**config.mk**
```make
export PLATFORM = sky130hd
export DESIGN_NAME = parallel_to_serial_tx
export DESIGN_NICKNAME = d
export VERILOG_FILES = /design/src/rtl/parallel_to_serial_tx.sv
export SDC_FILE = /design/constraint.sdc
export NUM_CORES = 1
export LEC_CHECK = 0
export BUFFER_PORTS_ARGS = -buffer_cell sky130_fd_sc_hd__buf_2
export CAP_MARGIN = 25
export CORE_MARGIN = 2
export CORE_UTILIZATION = 49
export CTS_CLUSTER_SIZE = 20
export DETAILED_ROUTE_END_ITERATION = 10
export PLACE_DENSITY = 0.82
export SETUP_SLACK_MARGIN = 0.4
export SYNTH_ARGS = -nofsm -noshare
export SYNTH_HDL_FRONTEND = slang
export SYNTH_SLANG_ARGS = --single-unit
```
**constraint.sdc**
```tcl
create_clock -name clock_i -period 1.95 [get_ports clock_i]
set_input_delay 0.39 -clock clock_i [delete_from_list [all_inputs] [get_ports clock_i]]
set_output_delay 0.39 -clock clock_i [all_outputs]
set_load 0.03 [all_outputs]
```
**src/rtl/parallel_to_serial_tx.sv**
```systemverilog
// parallel_to_serial_tx: pops FIFO words and shifts them out MSB-first with a generated bit clock and frame sync
//
// Ports:
//   clock_i        system clock, all logic on the rising edge
//   reset_ni       synchronous reset, active low
//   enable_i       1 = start or continue popping words
//   fifo_data_i    FIFO head word, valid whenever fifo_empty_i = 0
//   fifo_empty_i   FIFO empty flag
//   fifo_write_i   FIFO write strobe; the FIFO ignores reads in write cycles
//   fifo_read_o    one-cycle pop strobe (combinational, 0 during reset)
//   serial_clock_o bit clock, receiver samples on its rising edge
//   serial_data_o  serial data, MSB first
//   frame_sync_o   high for the whole MSB bit period of each word
//   busy_o         high while shifting a word or inserting gap bits
//   underrun_o     one-cycle pulse: word ended with enable_i = 1 and the FIFO empty
module parallel_to_serial_tx #(
    parameter int WORD_WIDTH = 24,
    parameter int CLK_DIV    = 2,
    parameter int GAP_BITS   = 1
) (
    input  logic                  clock_i,
    input  logic                  reset_ni,
    input  logic                  enable_i,
    input  logic [WORD_WIDTH-1:0] fifo_data_i,
    input  logic                  fifo_empty_i,
    input  logic                  fifo_write_i,
    output logic                  fifo_read_o,
    output logic                  serial_clock_o,
    output logic                  serial_data_o,
    output logic                  frame_sync_o,
    output logic                  busy_o,
    output logic                  underrun_o
);
    localparam int DIV_W   = $clog2(2 * CLK_DIV);
    localparam int CNT_MAX = (WORD_WIDTH > GAP_BITS) ? WORD_WIDTH : GAP_BITS;
    localparam int CNT_W   = $clog2(CNT_MAX + 1);
    localparam logic [DIV_W-1:0] DIV_LAST = DIV_W'(2 * CLK_DIV - 1);
    localparam logic [DIV_W-1:0] DIV_HIGH = DIV_W'(CLK_DIV);
    localparam logic [CNT_W-1:0] TOP_BIT  = CNT_W'(WORD_WIDTH - 1);
    localparam logic [CNT_W-1:0] GAP_LAST = CNT_W'((GAP_BITS > 0) ? GAP_BITS - 1 : 0);

    typedef enum logic [1:0] {IDLE, SHIFT, GAP} state_t;

    state_t                  state_q, state_d;
    logic [DIV_W-1:0]        div_cnt_q, div_cnt_d;
    logic [CNT_W-1:0]        bit_cnt_q, bit_cnt_d;
    logic [WORD_WIDTH-1:0]   shift_q, shift_d;
    logic                    serial_data_q, frame_sync_q, busy_q, underrun_q;
    logic                    pop_ok, period_end, last_cnt;
    logic                    decide, word_end, pop, underrun_d;

    assign pop_ok     = enable_i & ~fifo_empty_i & ~fifo_write_i;
    assign period_end = div_cnt_q == DIV_LAST;
    assign last_cnt   = bit_cnt_q == '0;

    // bit_cnt_q counts data bits in SHIFT and remaining gap bits in GAP;
    // decide marks the cycles where a new word may be popped.
    always_comb begin
        state_d    = state_q;
        div_cnt_d  = period_end ? '0 : div_cnt_q + 1'b1;
        bit_cnt_d  = bit_cnt_q;
        shift_d    = shift_q;
        decide     = 1'b0;
        word_end   = 1'b0;
        pop        = 1'b0;
        case (state_q)
            IDLE: begin
                div_cnt_d = '0;
                decide    = 1'b1;
            end
            SHIFT: begin
                if (period_end && !last_cnt) begin
                    shift_d   = shift_q << 1;
                    bit_cnt_d = bit_cnt_q - 1'b1;
                end else if (period_end && GAP_BITS > 0) begin
                    state_d   = GAP;
                    bit_cnt_d = GAP_LAST;
                end else if (period_end) begin
                    decide   = 1'b1;
                    word_end = 1'b1;
                end
            end
            GAP: begin
                if (period_end && !last_cnt) begin
                    bit_cnt_d = bit_cnt_q - 1'b1;
                end else if (period_end) begin
                    decide   = 1'b1;
                    word_end = 1'b1;
                end
            end
            default: state_d = IDLE;
        endcase
        if (decide && pop_ok) begin
            pop       = 1'b1;
            state_d   = SHIFT;
            bit_cnt_d = TOP_BIT;
            div_cnt_d = '0;
            shift_d   = fifo_data_i;
        end else if (decide) begin
            state_d   = IDLE;
            div_cnt_d = '0;
        end
        // A write-blocked pop is a deferral, not an underrun: only a truly empty FIFO flags.
        underrun_d = word_end & ~pop_ok & enable_i & fifo_empty_i;
    end

    always_ff @(posedge clock_i) begin
        if (!reset_ni) begin
            state_q       <= IDLE;
            div_cnt_q     <= '0;
            bit_cnt_q     <= '0;
            shift_q       <= '0;
            serial_data_q <= 1'b0;
            frame_sync_q  <= 1'b0;
            busy_q        <= 1'b0;
            underrun_q    <= 1'b0;
        end else begin
            state_q       <= state_d;
            div_cnt_q     <= div_cnt_d;
            bit_cnt_q     <= bit_cnt_d;
            shift_q       <= shift_d;
            // Line outputs follow the next state so they move only on bit-period boundaries.
            serial_data_q <= (state_d == SHIFT) & shift_d[WORD_WIDTH-1];
            frame_sync_q  <= (state_d == SHIFT) && (bit_cnt_d == TOP_BIT);
            busy_q        <= state_d != IDLE;
            underrun_q    <= underrun_d;
        end
    end

    assign fifo_read_o    = pop & reset_ni;
    assign serial_clock_o = (state_q == SHIFT) && (div_cnt_q >= DIV_HIGH);
    assign serial_data_o  = serial_data_q;
    assign frame_sync_o   = frame_sync_q;
    assign busy_o         = busy_q;
    assign underrun_o     = underrun_q;
endmodule

```
==> run_results.csv <==
group,metric,value,unit
synthesis,ys_ff_latch,37,
cts,number_of_sinks_driven_by_the_clock_tree,37,
worst_hold_path,hold_path.class,"in -> reg",
timing,worst_max_slew_pin_slew,0.412,ns
drt,iteration_count_of_the_initial_detailed_routing_pass,5,
final_layout,area_delta_synth_final,55.9,%
floorplanning,dieArea,4340,sq um
cts,cts_tree,"done",
final_layout,mostFrequentLayoutCell,"sky130_fd_sc_hd__nor2_1",
floorplanning,design.core.area,3660,sq um
worst_setup_path,path_type_of_the_worst_setup_path,"reg -> out",
drt,detailedRoute.firstIterationViolations,96,
final_layout,finalInstanceArea,2930,sq um
final_layout,fill_cells,202,
outcome,failed_checks,"setup timing",
timing,setup_viol,23,
timing,rsz0062_at_grt,"true",
floorplanning,initial_core_util,51.3,%
cts,cts_max_path_buffers,2,
worst_setup_path,worstPathRequired,1.56,ns
cts,cts_root_buffer,"sky130_fd_sc_hd__clkbuf_8",
timing,fin_crit_sh,109,%
floorplanning,io_pins,35,
pwr,vdd_drop_max,0.527,mV
pwr,power,0.00177,W
global_route,grt_max_degree,34,
global_route,first_global_vias,1781,
outcome,outcome,"finished with violations",
final_layout,fin_nets,295,
worst_setup_path,critical_path_peak_fanout,2,
final_layout,layout.core_utilization,79.9,%
synthesis,synth_cell_types,43,
place,gpl.final_weighted_congestion,0.886,
pwr,leakage,1.20,nW
cts,cts_max_level,2,
floorplanning,die_height,65.9,microns
cts,skew_pair_late_insertion_delay,0.29,ns
final_layout,mostFrequentLayoutCells,"33 x sky130_fd_sc_hd__nor2_1, 32 x sky130_fd_sc_hd__dfxtp_1, 32 x sky130_fd_sc_hd__buf_2",
timing,fin_tns_setup,-1.32,ns
place,post_dp_cell_area,2190,sq um
cts,cts_inserted_buffers,5,
synthesis,synth.net_count,229,
worst_setup_path,worst_ep_arrival_time,1.73,ns
final_layout,antenna_cells_inserted,0,
place,io_buffer_count,34,
synthesis,synth-warning-count,0,
drt,detail_route.wirelength,6.23,mm
timing,final.min_clock_period,2.12,ns
place,detailed_place_hpwl,2.76,mm
synthesis,synth_area,1880,sq um
worst_setup_path,cp-start-kind,"flop",
pwr,power_per_cell_area,605,nW/um^2
global_route,globalRoute.totalOverflow,0,
cts,worst_setup_hold_path_clk_slew,0.07,ns
timing,max_freq,0.471,GHz
synthesis,syn-mean-instance-area,9.72,sq um
timing,timing.max_slew.rel_slack,72.5,%
timing,skew,0.00658,ns
global_route,grt_antenna_before_repair,0,
final_layout,post_route_cells_drive_above_1_share,54.6,%
drt,dr_drc_count,0,
timing,fin_hold_ws,0.350,ns
drt,drt-vias-per-instance,5.94,
final_layout,multiInputGateArea,1380,sq um
final_layout,regArea,752,sq um
timing,number_of_max_slew_violations_in_the_final_report,0,
floorplanning,core.rowCount,22,
drt,vias_post_dr,1830,
drt,drt-wirelength-per-cell,20.2,microns
timing,setup_ws,-0.174,ns
global_route,global_route_wire_length_before_repair,9.08,mm
synthesis,syn_inst,193,
global_route,grt_usage,28.7,%
floorplanning,die_width,65.9,microns
flow_run,max_cap_violations,0,
synthesis,synth_sequential_area_ratio,39.5,%
worst_setup_path,setup.worst_path.end_class,"output port",
drt,ant_nets,0,
timing,report.final.hold_viol_count,0,
==> logic make-up (layout without fill, tap and decap cells) <==
| logic type | after synthesis | after routing | synth area share, % |
|---|---|---|---|
| and+or+nand+nor | 64 | 64 | 19.7 |
| AOI/OAI and AO/OA | 42 | 42 | 17.1 |
| adders and majority gates | 7 | 7 | 4.67 |
| muxes | 25 | 25 | 13.4 |
| buffers and inverters | 18 | 85 | 5.67 |
| DFF | 37 | 37 | 39.5 |
==> report_power, final <==
group          switching (W)  total, W  internal, W  leakage [nW]
Clock               0.000277  0.000692     0.000416        0.0574
Sequential         0.0000361  0.000821     0.000785         0.305
Combinational       0.000124  0.000256     0.000132         0.837
==> layout make-up <==
type,instances,area share (%)
Clock inverter,2,1.28
Tap cell,48,2.05
Clock buffer,6,2.82
Sequential cell,37,25.7
Inverter,7,0.984
Multi-Input combinational cell,138,47.3
Timing Repair Buffer,70,19.9
==> sequential cells by signal, indices dropped and copies added (netlist names) <==
name	count
busy_o	1
shift_q	24
bit_cnt_q	5
state_q	2
underrun_o	1
div_cnt_q	2
serial_data_o	1
frame_sync_o	1
==> final timing paths <==
check / from / endpoint / slack [ns] / cells after the start
worst max-delay path: bit_cnt_q[0]$_SDFF_PN0_ / fifo_read_o / -0.17 / 7
worst min-delay path: fifo_empty_i / underrun_o$_SDFF_PN0_ / 0.35 / 3
worst max register to register: bit_cnt_q[0]$_SDFF_PN0_ / frame_sync_o$_SDFF_PN0_ / -0.13 / 11
worst min register to register: div_cnt_q[0]$_SDFF_PP0_ / div_cnt_q[0]$_SDFF_PP0_ / 0.45 / 1
==> per-stage QoR <==
step	cells	worst slack [ns]
after CTS	304	-0.0823
after global placement	277	0.0716
after global routing	308	-0.239
after detailed placement	277	0.0421
final	308	-0.174
after floorplan	193	-0.0553
==> metal layers <==
layer	wire length (microns)	GRT usage [%]	share of wire, %
met1	2380	32.5	38
met2	3280	48.6	53
met3	280	6.13	4.5
met4	293	18.0	4.7
met5	0	0	0
==> cell usage after synthesis, drive strengths merged <==
cell	count	area, sq um
or3	2	12.5
o21ai	5	25.0
o221ai	1	15.0
a221oi	1	8.76
dfxtp	37	741
nor3b	2	15.0
nor3	2	10.0
clkbuf	5	18.8
inv	6	22.5
a31oi	3	18.8
mux2	1	11.3
clkinv	1	3.75
mux2i	24	240
a32oi	1	8.76
nor4b	4	56.3
o22ai	1	6.26
o21a	1	7.51
a21oi	4	20.0
a21o	1	8.76
nand2	6	22.5
and3	1	6.26
buf	6	61.3
nor2	34	128
ha	7	87.6
nand3	4	37.5
nor2b	1	6.26
a222oi	1	10.0
o221a	1	11.3
and2	1	8.76
or3b	1	8.76
a211oi	22	180
or4b	3	33.8
and4bb	1	12.5
nand2b	2	12.5
==> worst max-delay path, stage by stage, from the launching register on <==
cell and delay [ns]:
sky130_fd_sc_hd__dfxtp_2 0.33, sky130_fd_sc_hd__inv_2 0.07, sky130_fd_sc_hd__ha_4 0.14, sky130_fd_sc_hd__nor4b_4 0.30, sky130_fd_sc_hd__nand3_2 0.15, sky130_fd_sc_hd__a21o_4 0.24
sky130_fd_sc_hd__nor2_4 0.08, sky130_fd_sc_hd__buf_6 0.13
==> repair_timing <==
item / in CTS / in global routing
endpoints found under the setup margin: 36 / 37
hold buffers: 0 / 0
resized for setup: 43 / 35
setup buffers: 17 / 4
pin swaps: 27 / 18
hold endpoints to repair: 0 / 0
gates cloned: 2 / 0
(Power assumes the default switching activity.)
